## src/rtl/lut_func_eval.sv

```systemverilog
// Run-time programmable IN_W-input / OUT_W-output Boolean function unit.
// A 2^IN_W-entry truth table is streamed in over the cfg port, then looked up per input word.
module lut_func_eval #(
   parameter int IN_W  = 4,
   parameter int OUT_W = 4
) (
   input  logic             clk,
   input  logic             rst_n,
   input  logic             cfg_start,
   input  logic             cfg_valid,
   input  logic [OUT_W-1:0] cfg_data,
   output logic             cfg_ready,
   output logic             cfg_done,
   input  logic             in_valid,
   input  logic [IN_W-1:0]  X,
   output logic             in_ready,
   output logic             out_valid,
   output logic [OUT_W-1:0] Y,
   input  logic             out_ready
);

   localparam int DEPTH = 1 << IN_W;

   localparam logic [1:0] ST_IDLE  = 2'd0;
   localparam logic [1:0] ST_DRAIN = 2'd1;
   localparam logic [1:0] ST_LOAD  = 2'd2;
   localparam logic [1:0] ST_RUN   = 2'd3;

   localparam logic [IN_W:0]    CNT_ZERO = {(IN_W+1){1'b0}};
   localparam logic [IN_W:0]    CNT_ONE  = {{IN_W{1'b0}}, 1'b1};
   localparam logic [IN_W:0]    CNT_LAST = {1'b0, {IN_W{1'b1}}};
   localparam logic [OUT_W-1:0] Y_ZERO   = {OUT_W{1'b0}};

   logic [1:0]       state_r;
   logic [1:0]       state_nxt_s;
   logic [IN_W:0]    cnt_r;
   logic [IN_W:0]    cnt_nxt_s;
   logic [OUT_W-1:0] table_r [DEPTH];
   logic             out_valid_r;
   logic [OUT_W-1:0] y_r;
   logic             cfg_ready_r;
   logic             cfg_done_r;
   logic             accept_in_s;
   logic             pop_s;
   logic             wr_s;

   // cfg_start always wins: it blocks both a table write and an input accept in its cycle
   assign pop_s       = out_valid_r & out_ready;
   assign in_ready    = cfg_done_r & (~out_valid_r | out_ready);
   assign accept_in_s = in_ready & in_valid & ~cfg_start;
   assign wr_s        = (state_r == ST_LOAD) & cfg_valid & ~cfg_start;

   assign cfg_ready = cfg_ready_r;
   assign cfg_done  = cfg_done_r;
   assign out_valid = out_valid_r;
   assign Y         = y_r;

   // Next-state and load-counter decode
   always_comb begin
      state_nxt_s = state_r;
      cnt_nxt_s   = cnt_r;
      case (state_r)
         ST_IDLE: begin
            if (cfg_start) begin
               state_nxt_s = ST_LOAD;
               cnt_nxt_s   = CNT_ZERO;
            end else begin
               state_nxt_s = ST_IDLE;
            end
         end
         ST_LOAD: begin
            if (cfg_start) begin
               cnt_nxt_s = CNT_ZERO;
            end else if (cfg_valid) begin
               cnt_nxt_s = cnt_r + CNT_ONE;
               if (cnt_r == CNT_LAST) begin
                  state_nxt_s = ST_RUN;
               end else begin
                  state_nxt_s = ST_LOAD;
               end
            end else begin
               cnt_nxt_s = cnt_r;
            end
         end
         ST_RUN: begin
            // a result that is popped in the restart cycle needs no drain phase
            if (cfg_start) begin
               cnt_nxt_s = CNT_ZERO;
               if (out_valid_r && !out_ready) begin
                  state_nxt_s = ST_DRAIN;
               end else begin
                  state_nxt_s = ST_LOAD;
               end
            end else begin
               state_nxt_s = ST_RUN;
            end
         end
         ST_DRAIN: begin
            if (pop_s) begin
               state_nxt_s = ST_LOAD;
               cnt_nxt_s   = CNT_ZERO;
            end else begin
               state_nxt_s = ST_DRAIN;
            end
         end
         default: begin
            state_nxt_s = ST_IDLE;
            cnt_nxt_s   = CNT_ZERO;
         end
      endcase
   end

   // State, counter and registered status flags
   always_ff @(posedge clk or negedge rst_n) begin
      if (!rst_n) begin
         state_r     <= ST_IDLE;
         cnt_r       <= CNT_ZERO;
         cfg_ready_r <= 1'b0;
         cfg_done_r  <= 1'b0;
      end else begin
         state_r     <= state_nxt_s;
         cnt_r       <= cnt_nxt_s;
         cfg_ready_r <= (state_nxt_s == ST_LOAD);
         cfg_done_r  <= (state_nxt_s == ST_RUN);
      end
   end

   // Truth table storage; contents are deliberately left unreset
   always_ff @(posedge clk) begin
      if (wr_s) begin
         table_r[cnt_r[IN_W-1:0]] <= cfg_data;
      end
   end

   // Single output register with pass-through backpressure
   always_ff @(posedge clk or negedge rst_n) begin
      if (!rst_n) begin
         out_valid_r <= 1'b0;
         y_r         <= Y_ZERO;
      end else if (accept_in_s) begin
         out_valid_r <= 1'b1;
         y_r         <= table_r[X];
      end else if (pop_s) begin
         out_valid_r <= 1'b0;
      end else begin
         out_valid_r <= out_valid_r;
      end
   end

endmodule

```

## config.mk

```make
export PLATFORM = sky130hd
export DESIGN_NAME = lut_func_eval
export DESIGN_NICKNAME = d
export VERILOG_FILES = /design/src/rtl/lut_func_eval.sv
export SDC_FILE = /design/constraint.sdc
export NUM_CORES = 1
export LEC_CHECK = 0
export ABC_AREA = 0
export CAP_MARGIN = 30
export CORE_ASPECT_RATIO = 0.8
export CORE_UTILIZATION = 45
export CTS_CLUSTER_SIZE = 20
export DETAILED_ROUTE_END_ITERATION = 10
export PLACE_DENSITY_LB_ADDON = 0.12
export SYNTH_ARGS = -nofsm -noshare
export SYNTH_HDL_FRONTEND = slang
export SYNTH_SLANG_ARGS = --single-unit
```

## constraint.sdc

```tcl
create_clock -name clk -period 4.11 [get_ports clk]
set_input_delay 0.411 -clock clk [delete_from_list [all_inputs] [get_ports clk]]
set_output_delay 0.411 -clock clk [all_outputs]
set_load 0.01 [all_outputs]
```

==> results.md <==
- Die X-Extent: 98.9 um
- Post-synth EDFFs: 64
- Top_reg_cell synth: edfxtp_1
- PD cells: 427 nW/um2
- Total negative setup slack: 0 ns
- Post-Syn Nets: roughly 220
- GRT Residual Overflow: 0
- Port Buffer Count: 21
- Max-cap violations: 0
- Critical Path Source Type: input pin
- Static leakage: roughly 1.4 nW
- PostCTS Resize Cnt: 0
- Final worst path period share: 0.532
- Largest net degree at the start of global routing: 17
- 1st-pass router iterations: 4
- Max FO, Critical Path: 4
- Initial drt markers: 89
- H-tree levels: 3
- Post-Syn Instances: 199
- Critical path class: input pin to output port
- WP data required: ~3.7 ns
- Final RePlAce weighted congestion: 0.782
- Yosys reg bits: 78
- Ys async rst share: 0.179
- Slew Limit Fails: 0
- Root Driver: clkbuf_8
- Layout cell share with drive strength beyond 1: 0.109
- Clock slew at reported path FFs: around 0.080 ns
- Deepest clock path buffer count: 2
- Post-synth cell types: 38
- Die Area: 7860 um2
- YS warnings: 0
- Run status: finished, final reports clean
- Number of remaining DRC errors: 0
- Design area: 3850 um2
- Vias in the first global route: 1780
- Final Hold Viols: 0
- Worst min-delay path class: input pin to async pin
- Rel. slew slack: 0.463
- Die Height: 79.5 um
- Io pins: 22
- # setup viols final: 0
- Post-CTS setup repair buffer count: 0
- Total Routing Usage GR: 0.168
- Clock sink count: 78
- Starting Density: 0.478
- Core area: 7060 um2
- Final HPWL DP: 4210 um
- Fmax: 457 MHz
- N_diodes: 0
- Seq/Total Area, Yosys: 0.673
- Drt wl/cell: 19.2 um
- Initial antenna violation count: 0
- Global-route wire length before repair: 9370 um
- Remaining antenna violation count: 0
- CTS tree: done
- Critical Path Sink Type: output port
- Placed inst area: 3640 um2
- Worst-Margin Slew: approximately 0.8 ns
- Worst Path Arrival: 1.77 ns
- Site row count: 27
- Vias: 1759
- Hold_buf cts: 0
- Clock skew: 0.00671 ns
- Synthesized cell area: 3380 um2
- Via density: around 5.6
- Area growth from synthesis to layout: 14.0%
- Crit path time final: 2.19 ns
- Fin nets: 248
- RSZ-0062 raised after global routing: false
- Synth Area per Inst: approximately 17 um2
- Max VDD drop: 0.000260 V
- Detailed Route WL: 6070 um
- Num CTS Buffers: 9
- Clock Latency Late Sink: around 0.34 ns
-- area by class of cell --
cell class              count  area [um2]
clock buffers               9         124
multi-input cells         106        1020
clock inverters             7        65.1
fillers                   548        3210
repair buffers             22         235
well taps                  87         109
flip-flops and latches     78        2270
inverters                   7        26.3
-- state kept, by name, indices dropped and copies added, names as in the netlist --
name,flops
out_valid,1
state_r,2
Y,4
cfg_done,1
cfg_ready,1
cnt_r,5
table_r,64
-- cells by family (layout without fill, tap and decap cells) --
family,after synthesis,count (layout),synth area share
flops,78,78,0.673
simple gates,46,46,0.0685
compound gates,29,29,0.0630
mux,21,21,0.133
buf+inv,15,45,0.0256
fa+ha+maj,10,10,0.0371
-- where the power goes --
part | internal (mW) | switching, mW | leakage [nW] | total (mW)
Clock | 0.276 | 0.268 | 0.0964 | 0.544
Sequential | 0.886 | 0.0240 | 0.764 | 0.910
Combinational | 0.0817 | 0.109 | 0.517 | 0.191
Total | 1.24 | 0.401 | 1.38 | 1.64
-- layer usage --
layer | share of wire | global-route usage | wire (um)
met4 | 0.0041 | 0.0493 | 25
met3 | 0.046 | 0.0578 | 281
met2 | 0.49 | 0.278 | 2980
met1 | 0.46 | 0.210 | 2780
met5 | 0 | 0 | 0
-- placed cells by master (no fill, tap or decap), types with 2 or more instances in the layout --
cell type        instances
a211o_1                  4
a21o_1                   2
a21oi_1                  6
a22o_1                   4
and2_1                   2
clkbuf_8                 9
clkdlybuf4s50_1         21
clkinv_2                 3
dfrtp_1                 14
edfxtp_1                64
ha_1                    10
inv_1                    7
mux2i_1                  4
mux4_1                  10
mux4_2                   6
nand2_1                  8
nand2b_1                 6
nor2_1                  14
nor2b_1                  5
nor3_1                   5
o21ai_0                  2
o31ai_1                  4
-- cell usage after synthesis (2+ instances only) --
cell type | number | area, um2
clkbuf_1 | 3 | 11.3
nor2_1 | 14 | 52.6
a21oi_1 | 6 | 30.0
a211o_1 | 4 | 35.0
nor2b_1 | 5 | 31.3
ha_1 | 10 | 125
mux4_1 | 10 | 263
mux2i_1 | 4 | 40.0
a22o_1 | 4 | 35.0
nand2b_1 | 6 | 37.5
nand2_1 | 8 | 30.0
o31ai_1 | 4 | 30.0
dfrtp_1 | 14 | 350
buf_2 | 2 | 10.0
a21o_1 | 2 | 15.0
and2_1 | 2 | 12.5
edfxtp_1 | 64 | 1920
nor3_1 | 5 | 25.0
mux4_2 | 6 | 135
inv_1 | 7 | 26.3
o21ai_0 | 2 | 10.0
-- stage by stage --
stage / setup slack (ns) / power, mW / cells / util / hold WS, ns
3_3_place_gp: 1.22 / 1.11 / 299 / 0.515 / 0.491
2_1_floorplan: 2.35 / 1.05 / 199 / - / 0.115
5_1_grt: 1.86 / 1.71 / 316 / 0.545 / 0.530
3_5_place_dp: 1.20 / 1.12 / 299 / 0.515 / 0.499
4_1_cts: 1.56 / 1.65 / 315 / 0.542 / 0.517
6_report: 1.92 / 1.64 / 316 / 0.545 / 0.506
-- path summary, 6_finish.rpt --
path / startpoint / end / slack [ns] / cells past startpoint
min: rst_n / Y[0]$_DFFE_PN0P_ / 0.51 / 1
max reg2reg: state_r[0]$_DFF_PN0_ / table_r[0][1]$_DFFE_PP_ / 2.00 / 5
min in group clk: Y[2]$_DFFE_PN0P_ / Y[2]$_DFFE_PN0P_ / 0.51 / 1
max: out_ready / in_ready / 1.92 / 4
max in group asynchronous: rst_n / state_r[0]$_DFF_PN0_ / 3.13 / 1
min reg2reg: Y[2]$_DFFE_PN0P_ / Y[2]$_DFFE_PN0P_ / 0.51 / 1
-- worst max-delay path, cell delays in order --
cell             delay (ns)
clkdlybuf4s50_1        0.50
nand2b_1               0.19
and2_1                 0.14
clkdlybuf4s50_1        0.53
Power figures use the tool's default switching activity.
